--- src/rtl/pipe_pkg.sv ---
// Shared defaults for pipeline stage registers: payload widths, counter width,
// the NOP encoding and the per-edge operation chosen by the stage.
package pipe_pkg;

    localparam int PIPE_PC_W    = 32;
    localparam int PIPE_INSTR_W = 32;
    localparam int PIPE_CNT_W   = 16;

    localparam logic [PIPE_INSTR_W-1:0] PIPE_NOP_INSTR = '0;

    // Resolved priority of the control inputs for the coming edge.
    typedef enum logic [1:0] {
        OP_RUN   = 2'd0,
        OP_HOLD  = 2'd1,
        OP_FLUSH = 2'd2
    } stage_op_e;

endpackage

--- src/rtl/pipe_skid_buf.sv ---
// Single-entry skid store that catches an entry accepted while the main
// stage register is stalled downstream.
module pipe_skid_buf #(
    parameter int PC_W    = 32,
    parameter int INSTR_W = 32
) (
    input  logic               clk,
    input  logic               rst,
    input  logic               clear,
    input  logic               load,
    input  logic               unload,
    input  logic [PC_W-1:0]    load_pc,
    input  logic [INSTR_W-1:0] load_instr,
    output logic               skid_valid,
    output logic [PC_W-1:0]    skid_pc,
    output logic [INSTR_W-1:0] skid_instr
);

    // Load wins over unload; the parent never asks for both on one edge.
    always_ff @(posedge clk or posedge rst) begin
        if (rst) begin
            skid_valid <= 1'b0;
            skid_pc    <= '0;
            skid_instr <= '0;
        end else if (clear) begin
            skid_valid <= 1'b0;
        end else if (load) begin
            skid_valid <= 1'b1;
            skid_pc    <= load_pc;
            skid_instr <= load_instr;
        end else if (unload) begin
            skid_valid <= 1'b0;
        end
    end

endmodule

--- src/rtl/pipe_stage_reg.sv ---
// Pipeline stage register with valid/ready handshake, freeze, flush and a
// bubble counter. Define PIPE_STAGE_SKID_EN for the two-entry registered-ready build.
module pipe_stage_reg
    import pipe_pkg::*;
#(
    parameter int                 PC_W      = PIPE_PC_W,
    parameter int                 INSTR_W   = PIPE_INSTR_W,
    parameter logic [INSTR_W-1:0] NOP_INSTR = INSTR_W'(PIPE_NOP_INSTR),
    parameter int                 CNT_W     = PIPE_CNT_W
) (
    input  logic               clk,
    input  logic               rst,
    input  logic               freeze,
    input  logic               flush,
    input  logic               in_valid,
    output logic               in_ready,
    input  logic [PC_W-1:0]    in_pc,
    input  logic [INSTR_W-1:0] in_instr,
    output logic               out_valid,
    input  logic               out_ready,
    output logic [PC_W-1:0]    out_pc,
    output logic [INSTR_W-1:0] out_instr,
    output logic [CNT_W-1:0]   bubble_cnt
);

    stage_op_e          op;
    logic               run;
    logic               accept;
    logic               drain;
    logic               main_load;
    logic [PC_W-1:0]    main_pc_d;
    logic [INSTR_W-1:0] main_instr_d;

    always_comb begin
        op = OP_RUN;
        if (flush) begin
            op = OP_FLUSH;
        end else if (freeze) begin
            op = OP_HOLD;
        end
    end

    assign run    = (op == OP_RUN);
    assign accept = in_valid && in_ready;
    assign drain  = out_valid && out_ready && run;

`ifdef PIPE_STAGE_SKID_EN
    logic               skid_valid;
    logic [PC_W-1:0]    skid_pc;
    logic [INSTR_W-1:0] skid_instr;
    logic               skid_load;
    logic               skid_unload;

    // Ready comes only from the skid register, never from out_ready.
    assign in_ready    = !skid_valid && !freeze && !flush;
    assign skid_load   = accept && out_valid && !drain;
    assign skid_unload = drain && skid_valid;

    always_comb begin
        main_load    = 1'b0;
        main_pc_d    = in_pc;
        main_instr_d = in_instr;
        if (skid_valid) begin
            main_load    = drain;
            main_pc_d    = skid_pc;
            main_instr_d = skid_instr;
        end else begin
            main_load = accept && (!out_valid || drain);
        end
    end

    pipe_skid_buf #(
        .PC_W    (PC_W),
        .INSTR_W (INSTR_W)
    ) u_skid (
        .clk        (clk),
        .rst        (rst),
        .clear      (flush),
        .load       (skid_load),
        .unload     (skid_unload),
        .load_pc    (in_pc),
        .load_instr (in_instr),
        .skid_valid (skid_valid),
        .skid_pc    (skid_pc),
        .skid_instr (skid_instr)
    );
`else
    assign in_ready = (!out_valid || out_ready) && !freeze && !flush;

    always_comb begin
        main_load    = accept;
        main_pc_d    = in_pc;
        main_instr_d = in_instr;
    end
`endif

    // out_pc keeps its last value whenever the stage empties.
    always_ff @(posedge clk or posedge rst) begin
        if (rst) begin
            out_valid <= 1'b0;
            out_pc    <= '0;
            out_instr <= NOP_INSTR;
        end else begin
            case (op)
                OP_FLUSH: begin
                    out_valid <= 1'b0;
                    out_instr <= NOP_INSTR;
                end
                OP_HOLD: begin
                    out_valid <= out_valid;
                end
                default: begin
                    if (main_load) begin
                        out_valid <= 1'b1;
                        out_pc    <= main_pc_d;
                        out_instr <= main_instr_d;
                    end else if (drain) begin
                        out_valid <= 1'b0;
                        out_instr <= NOP_INSTR;
                    end
                end
            endcase
        end
    end

    always_ff @(posedge clk or posedge rst) begin
        if (rst) begin
            bubble_cnt <= '0;
        end else if (out_ready && !out_valid && !freeze && (bubble_cnt != {CNT_W{1'b1}})) begin
            bubble_cnt <= bubble_cnt + CNT_W'(1);
        end
    end

endmodule

--- config.mk ---
export PLATFORM = sky130hd
export DESIGN_NAME = pipe_stage_reg
export DESIGN_NICKNAME = d
export VERILOG_FILES = /design/src/rtl/pipe_pkg.sv /design/src/rtl/pipe_skid_buf.sv /design/src/rtl/pipe_stage_reg.sv
export SDC_FILE = /design/constraint.sdc
export NUM_CORES = 1
export LEC_CHECK = 0
export ABC_CLOCK_PERIOD_IN_PS = 2750
export CORE_MARGIN = 2
export CORE_UTILIZATION = 37
export DETAILED_ROUTE_END_ITERATION = 6
export PLACE_DENSITY = 0.77
export SYNTH_ARGS = -nofsm -noshare
export SYNTH_HDL_FRONTEND = slang
export SYNTH_HIERARCHICAL = 1
export SYNTH_SLANG_ARGS = --single-unit
--- constraint.sdc ---
create_clock -name clk -period 2.75 [get_ports clk]
set_input_delay 0.55 -clock clk [delete_from_list [all_inputs] [get_ports clk]]
set_output_delay 0.55 -clock clk [all_outputs]
set_load 0.005 [all_outputs]
==> results of run 1 <==
## cells in the final DEF, fill, tap and decap left out, types with 4 or more instances in the layout
| cell | n |
|---|---|
| nand3_1 | 4 |
| xnor2_1 | 9 |
| clkdlybuf4s50_1 | 151 |
| mux2_2 | 33 |
| a22o_1 | 32 |
| and3_1 | 4 |
| dfrtp_1 | 81 |
| clkbuf_8 | 10 |
| nand2_1 | 6 |
| nand4_1 | 7 |
## cells by family after synthesis
| family | share of synthesized area (%) |
|---|---|
| buf+inv | 2.471 |
| flops | 63.55 |
| xor+xnor | 3.296 |
| mux | 12.00 |
| simple gates | 7.768 |
| compound gates | 10.51 |
| fa+ha+maj | 0.3922 |
## state kept, by name (all words and copies together) (netlist names)
register    count
out_instr      32
out_pc         32
bubble_cnt     16
out_valid       1
## how the worst max path moves through the flow
stage,startpoint,slack (ns),end,cells after the start
final,out_ready,0.25,in_ready,4
after global routing,out_ready,0.21,in_ready,4
after CTS,out_ready,0.25,in_ready,4
after detailed placement,out_ready,0.25,in_ready,4
after global placement,out_ready,0.29,in_ready,4
after floorplan,rst,0.12,bubble_cnt[0],1
## final cells by class
type                       count  area [um^2]  area share, %
sequential                    81         2027          40.30
timing repair buffer         156         1574          31.29
tap                          105        131.4          2.612
inverter                       3        12.51         0.2488
clock buffer                  11        141.4          2.811
multi-input combinational    123         1089          21.64
clock inverter                 5        55.05          1.095
## power breakdown
group,switching [mW],internal [mW]
sequential,0.111,1.35
clock,0.403,0.442
combinational,0.216,0.489
## routing by layer
metal,part of all wire [%],global-route usage [%]
met4,0.62,4.659
met3,6.6,5.419
met5,0,0
met1,43,20.44
met2,50,26.07
==> impl_metrics.tcl, run 1 <==
set metrics [dict create \
    status "complete, no violations" \
    ys_warn_count 6 \
    grt_use_total_pct 16.03 \
    powerDensity_mw_per_mm2 598.8 \
    area_growth_pct 57.71 \
    final_util_pct 60.61 \
    vias_per_cell 4.905 \
    synth_edf_count 0 \
    worst_slew_pin_slew_ns 0.5966 \
    crit_buf_inv 3 \
    grt_pass1_vias 2426 \
    postCtsSetupBuffers 0 \
    core_region_area_mm2 0.008299 \
    finalCritPeriodShare_pct 90.87 \
    crit_top_cell "clkdlybuf4s50_1" \
    wl_per_cell_um 15.33 \
    place.gp.congestion 0.7199 \
    synth_cell_types 30 \
    yosysTopAreaCell "dfrtp_1" \
    synth.most_common_cell "dfrtp_1" \
    numCtsBuffers 9 \
    max_clock_freq_mhz 400.2 \
    path_clk_slew_ns 0.07 \
    cts_resized 0 \
    drc 0 \
    cts_tree "done" \
    r2r_start "bubble_cnt[0]" \
    clockBufferDepth 2 \
    power_mw 3.012 \
    grt_pass1_wl_um 12190 \
    root_buffer "clkbuf_8" \
    dr.pass1.iters 4 \
    finalInstanceArea_mm2 0.005030 \
    rsz0062_at_grt "no" \
    grt_max_degree 59 \
    setup_tns_ns 0 \
    overflow 0 \
    worstSetupEndpointType "output port" \
    dieArea_mm2 0.009378 \
    fin_skew_ns 0.006405 \
    rr_endpoint "bubble_cnt[1]" \
    synth.top_cell.area_share_pct 63.55 \
    dr_total_vias 2374 \
    yosysSeqAreaShare_pct 63.55 \
    final_cells 484 \
    p_leak_nw 2.150 \
    cpPeakStageDelay_ns 0.56 \
    syn_area_per_cell_um2 14.56 \
    whs_endpoint "out_instr[23]" \
    startpoint_type "input port" \
    wirelength_um 7418 \
    crit_fanout 3 \
    path_cells "clkdlybuf4s50_1 -> inv_1 -> a211oi_2 -> clkdlybuf4s50_1" \
    dp_hpwl_um 5364 \
    drive_gt1_share_pct 16.36 \
    port-buffer-count 151 \
    synth-seq-cells 81 \
    die_h_um 96.84 \
    slew_headroom_pct 60.18 \
    clock-sinks 81 \
    rrSetupSlack_ns 0.93 \
    ctsHoldBuffers 0 \
    synth_common_cells "81 x dfrtp_1, 33 x mux2_2, 32 x a22o_1" \
    hold_violations 0 \
    num_rows 33 \
    r2r_cells 5 \
    fin_nets 445 \
    htree_levels 3 \
    min-delay-path-class "reg -> reg" \
    dpl_cell_area_mm2 0.004833 \
    diodes 0 \
    pin_count 152 \
    start_util_pct 38.43 \
    max-vdd-ir-drop_mv 0.3233 \
    synth_area_leaders "dfrtp_1 64%, mux2_2 12%, a22o_1 8.8%" \
    place_ws_ns 0.2526 \
    syn_area_mm2 0.003189 \
    antenna_found_initial 0 \
    chipWidth_um 96.84 \
    clk_latency_ns 0.33 \
    worst_ep_required_time_ns 2.20 \
    crit_arrival_ns 1.95 \
    fillerInstances 660 \
    critical_path_class "in -> out" \
    ant_nets 0 \
    post-route-min-period_ns 2.499 \
    cap_violations 0 \
    crit_slowest_cell "clkdlybuf4s50_1" \
    setup_violations 0 \
    drt_iter0_markers 46 \
    hold_start "out_instr[23]" \
    synth_ff_type "dfrtp_1" \
    slew_viol_final 0 \
    min_path_cells 1 \
    whs_ns 0.5028 \
    dpl.cell_count 468 \
    netlist_instances 219 \
    setup_slack_ns 0.2511 \
    syn-num-nets 290 \
    ys_async_sr_fraction_pct 100.0 \
    path_delay_family "buffers and inverters" \
]
No activity file was read; power rests on OpenSTA's default activity.
==> run 2: changes to the inputs <==
ABC_CLOCK_PERIOD_IN_PS = 2200   (was 2750)
clock period = 2.2 ns   (was 2.75 ns; I/O delays follow)
==> run 2 against run 1 <==
Against the previous run:
- cell area up 2.5%
- global-route usage grew 1.4 points
- clock-buffer cell count down 1
- clock skew increased by 0.0049 ns
- setup slack got worse by 0.0069 ns
- die area is the same
- worst hold slack lost 0.052 ns
- critical path type unchanged
- largest cell class unchanged
- highest routed layer unchanged
==> impl_metrics.tcl, run 2 (synthesis results as in run 1) <==
set metrics [dict create \
    clk_latency_ns 0.35 \
    rrSetupSlack_ns 0.40 \
    clock-sinks 81 \
    dieArea_mm2 0.009378 \
    chipWidth_um 96.84 \
    max_clock_freq_mhz 511.3 \
    path_cells "clkdlybuf4s50_1 -> inv_1 -> a211oi_2 -> dlygate4sd2_1" \
    rsz0062_at_grt "no" \
    slew_viol_final 0 \
    num_rows 33 \
    crit_arrival_ns 1.52 \
    drive_gt1_share_pct 17.49 \
    finalCritPeriodShare_pct 88.90 \
    crit_buf_inv 3 \
    fin_skew_ns 0.01128 \
    worst_slew_pin_slew_ns 0.4539 \
    layout_common_cells "150 x clkdlybuf4s50_1, 81 x dfrtp_1, 33 x mux2_2" \
    path_clk_slew_ns 0.08 \
    pin_count 152 \
    dpl_cell_area_mm2 0.004903 \
    drt_iter0_markers 34 \
    cpPeakStageDelay_ns 0.48 \
    grt_max_degree 34 \
    final_cells 488 \
    numCtsBuffers 9 \
    fin_nets 449 \
    crit_cells 4 \
    grt_pass1_wl_um 13160 \
    start_util_pct 38.43 \
    final_common_cell "clkdlybuf4s50_1" \
    rr_endpoint "bubble_cnt[1]" \
    dpl.cell_count 472 \
    ant_nets 0 \
    ctsHoldBuffers 0 \
    core_region_area_mm2 0.008299 \
    overflow 0 \
    drc 0 \
    grt_pass1_vias 2664 \
    place.gp.congestion 0.7684 \
    cap_violations 0 \
    fillerInstances 667 \
    post-route-min-period_ns 1.956 \
    crit_fanout 3 \
    worstSetupEndpointType "output port" \
    wl_per_cell_um 15.82 \
    port-buffer-count 151 \
    status "complete, no violations" \
    wirelength_um 7718 \
    grt_use_total_pct 17.40 \
    largestRegisters "out_instr: 32 flops, out_pc: 32 flops, bubble_cnt: 16 flops" \
    clockBufferDepth 2 \
    dp_hpwl_um 5707 \
    r2r_start "bubble_cnt[0]" \
    die_h_um 96.84 \
    min-delay-path-class "in -> async" \
    area_growth_pct 61.63 \
    whs_ns 0.4513 \
    cts_tree "done" \
    crit_path_end "in_ready" \
    htree_levels 3 \
    crit_slowest_cell "clkdlybuf4s50_1" \
    antenna_found_initial 0 \
    slew_headroom_pct 69.67 \
    finalInstanceArea_mm2 0.005155 \
    startpoint_type "input port" \
    vias_per_cell 4.967 \
    setup.worst_path.start "out_ready" \
    root_buffer "clkbuf_8" \
    hold_violations 0 \
    dr_total_vias 2424 \
    path_delay_family "buffers and inverters" \
    max-vdd-ir-drop_mv 0.4729 \
    critical_path_class "in -> out" \
    r2r_cells 5 \
    diodes 0 \
    setup_violations 0 \
    p_leak_nw 2.209 \
    dr.pass1.iters 4 \
    worst_ep_required_time_ns 1.76 \
    powerDensity_mw_per_mm2 786.4 \
]
==> run 2: cell count changes in the layout (fill, tap and decap cells not counted) <==
cell,change
clkdlybuf4s50_1,-1
buf_4,+1
clkbuf_1,-1
clkinv_2,-3
clkinv_4,+2
buf_12,+3
bufinv_16,+2
dlygate4sd2_1,+1
==> run 2: worst min-delay path by stage <==
stage / from / slack, ns / cells past startpoint / end
finish: rst / 0.45 / 2 / out_pc[22]
global route: rst / 0.47 / 2 / out_pc[21]
CTS: rst / 0.45 / 2 / out_pc[24]
detailed placement: bubble_cnt[7] / 0.49 / 1 / bubble_cnt[7]
global placement: bubble_cnt[7] / 0.48 / 1 / bubble_cnt[7]
floorplan: bubble_cnt[7] / 0.48 / 1 / bubble_cnt[7]
==> run 2: repair_timing <==
action	CTS	global route
setup buffers	0	0
resized for setup	1	0
endpoints found under the setup margin	1	0
hold endpoints to repair	0	0
==> run 2: through the flow <==
stage	util, %	setup TNS, ns	worst slack (ns)	total power, mW
after floorplan	-	0	0.5237	2.130
after global placement	59.08	-0.006766	-0.006766	2.743
after detailed placement	59.08	-0.06117	-0.02947	2.772
after CTS	62.11	0	0.2453	4.118
after global routing	62.11	0	0.1778	4.256
final	62.11	0	0.2442	4.054
==> run 2: layout make-up <==
| cell class | count | area (um^2) | area share (%) |
|---|---|---|---|
| Tap cell | 105 | 131.4 | 2.549 |
| Inverter | 3 | 15.01 | 0.2913 |
| Clock inverter | 6 | 115.1 | 2.233 |
| Timing Repair Buffer | 160 | 1640 | 31.82 |
| Multi-Input combinational cell | 123 | 1089 | 21.12 |
| Clock buffer | 10 | 137.6 | 2.670 |
| Sequential cell | 81 | 2027 | 39.32 |
==> run 2: routing by layer <==
metal  part of all wire (%)  up-vias  global-route usage [%]
li1                       -     1125                       -
met1                     42     1196                   20.93
met2                     48       91                   28.26
met3                    7.1       12                   6.286
met4                    2.1        0                   7.367
met5                      0        -                       0
==> run 2: where the power goes <==
part	total, mW	switching [mW]	leakage (nW)	internal [mW]
sequential	1.83	0.137	1.04	1.69
clock	1.33	0.539	0.123	0.788
combinational	0.902	0.277	1.05	0.625
==> run 3: changes to the inputs <==
TNS_END_PERCENT = 20   (was unset)
==> results of run 3 <==
No change in the layout: final DEF, timing and power equal those of run 2.
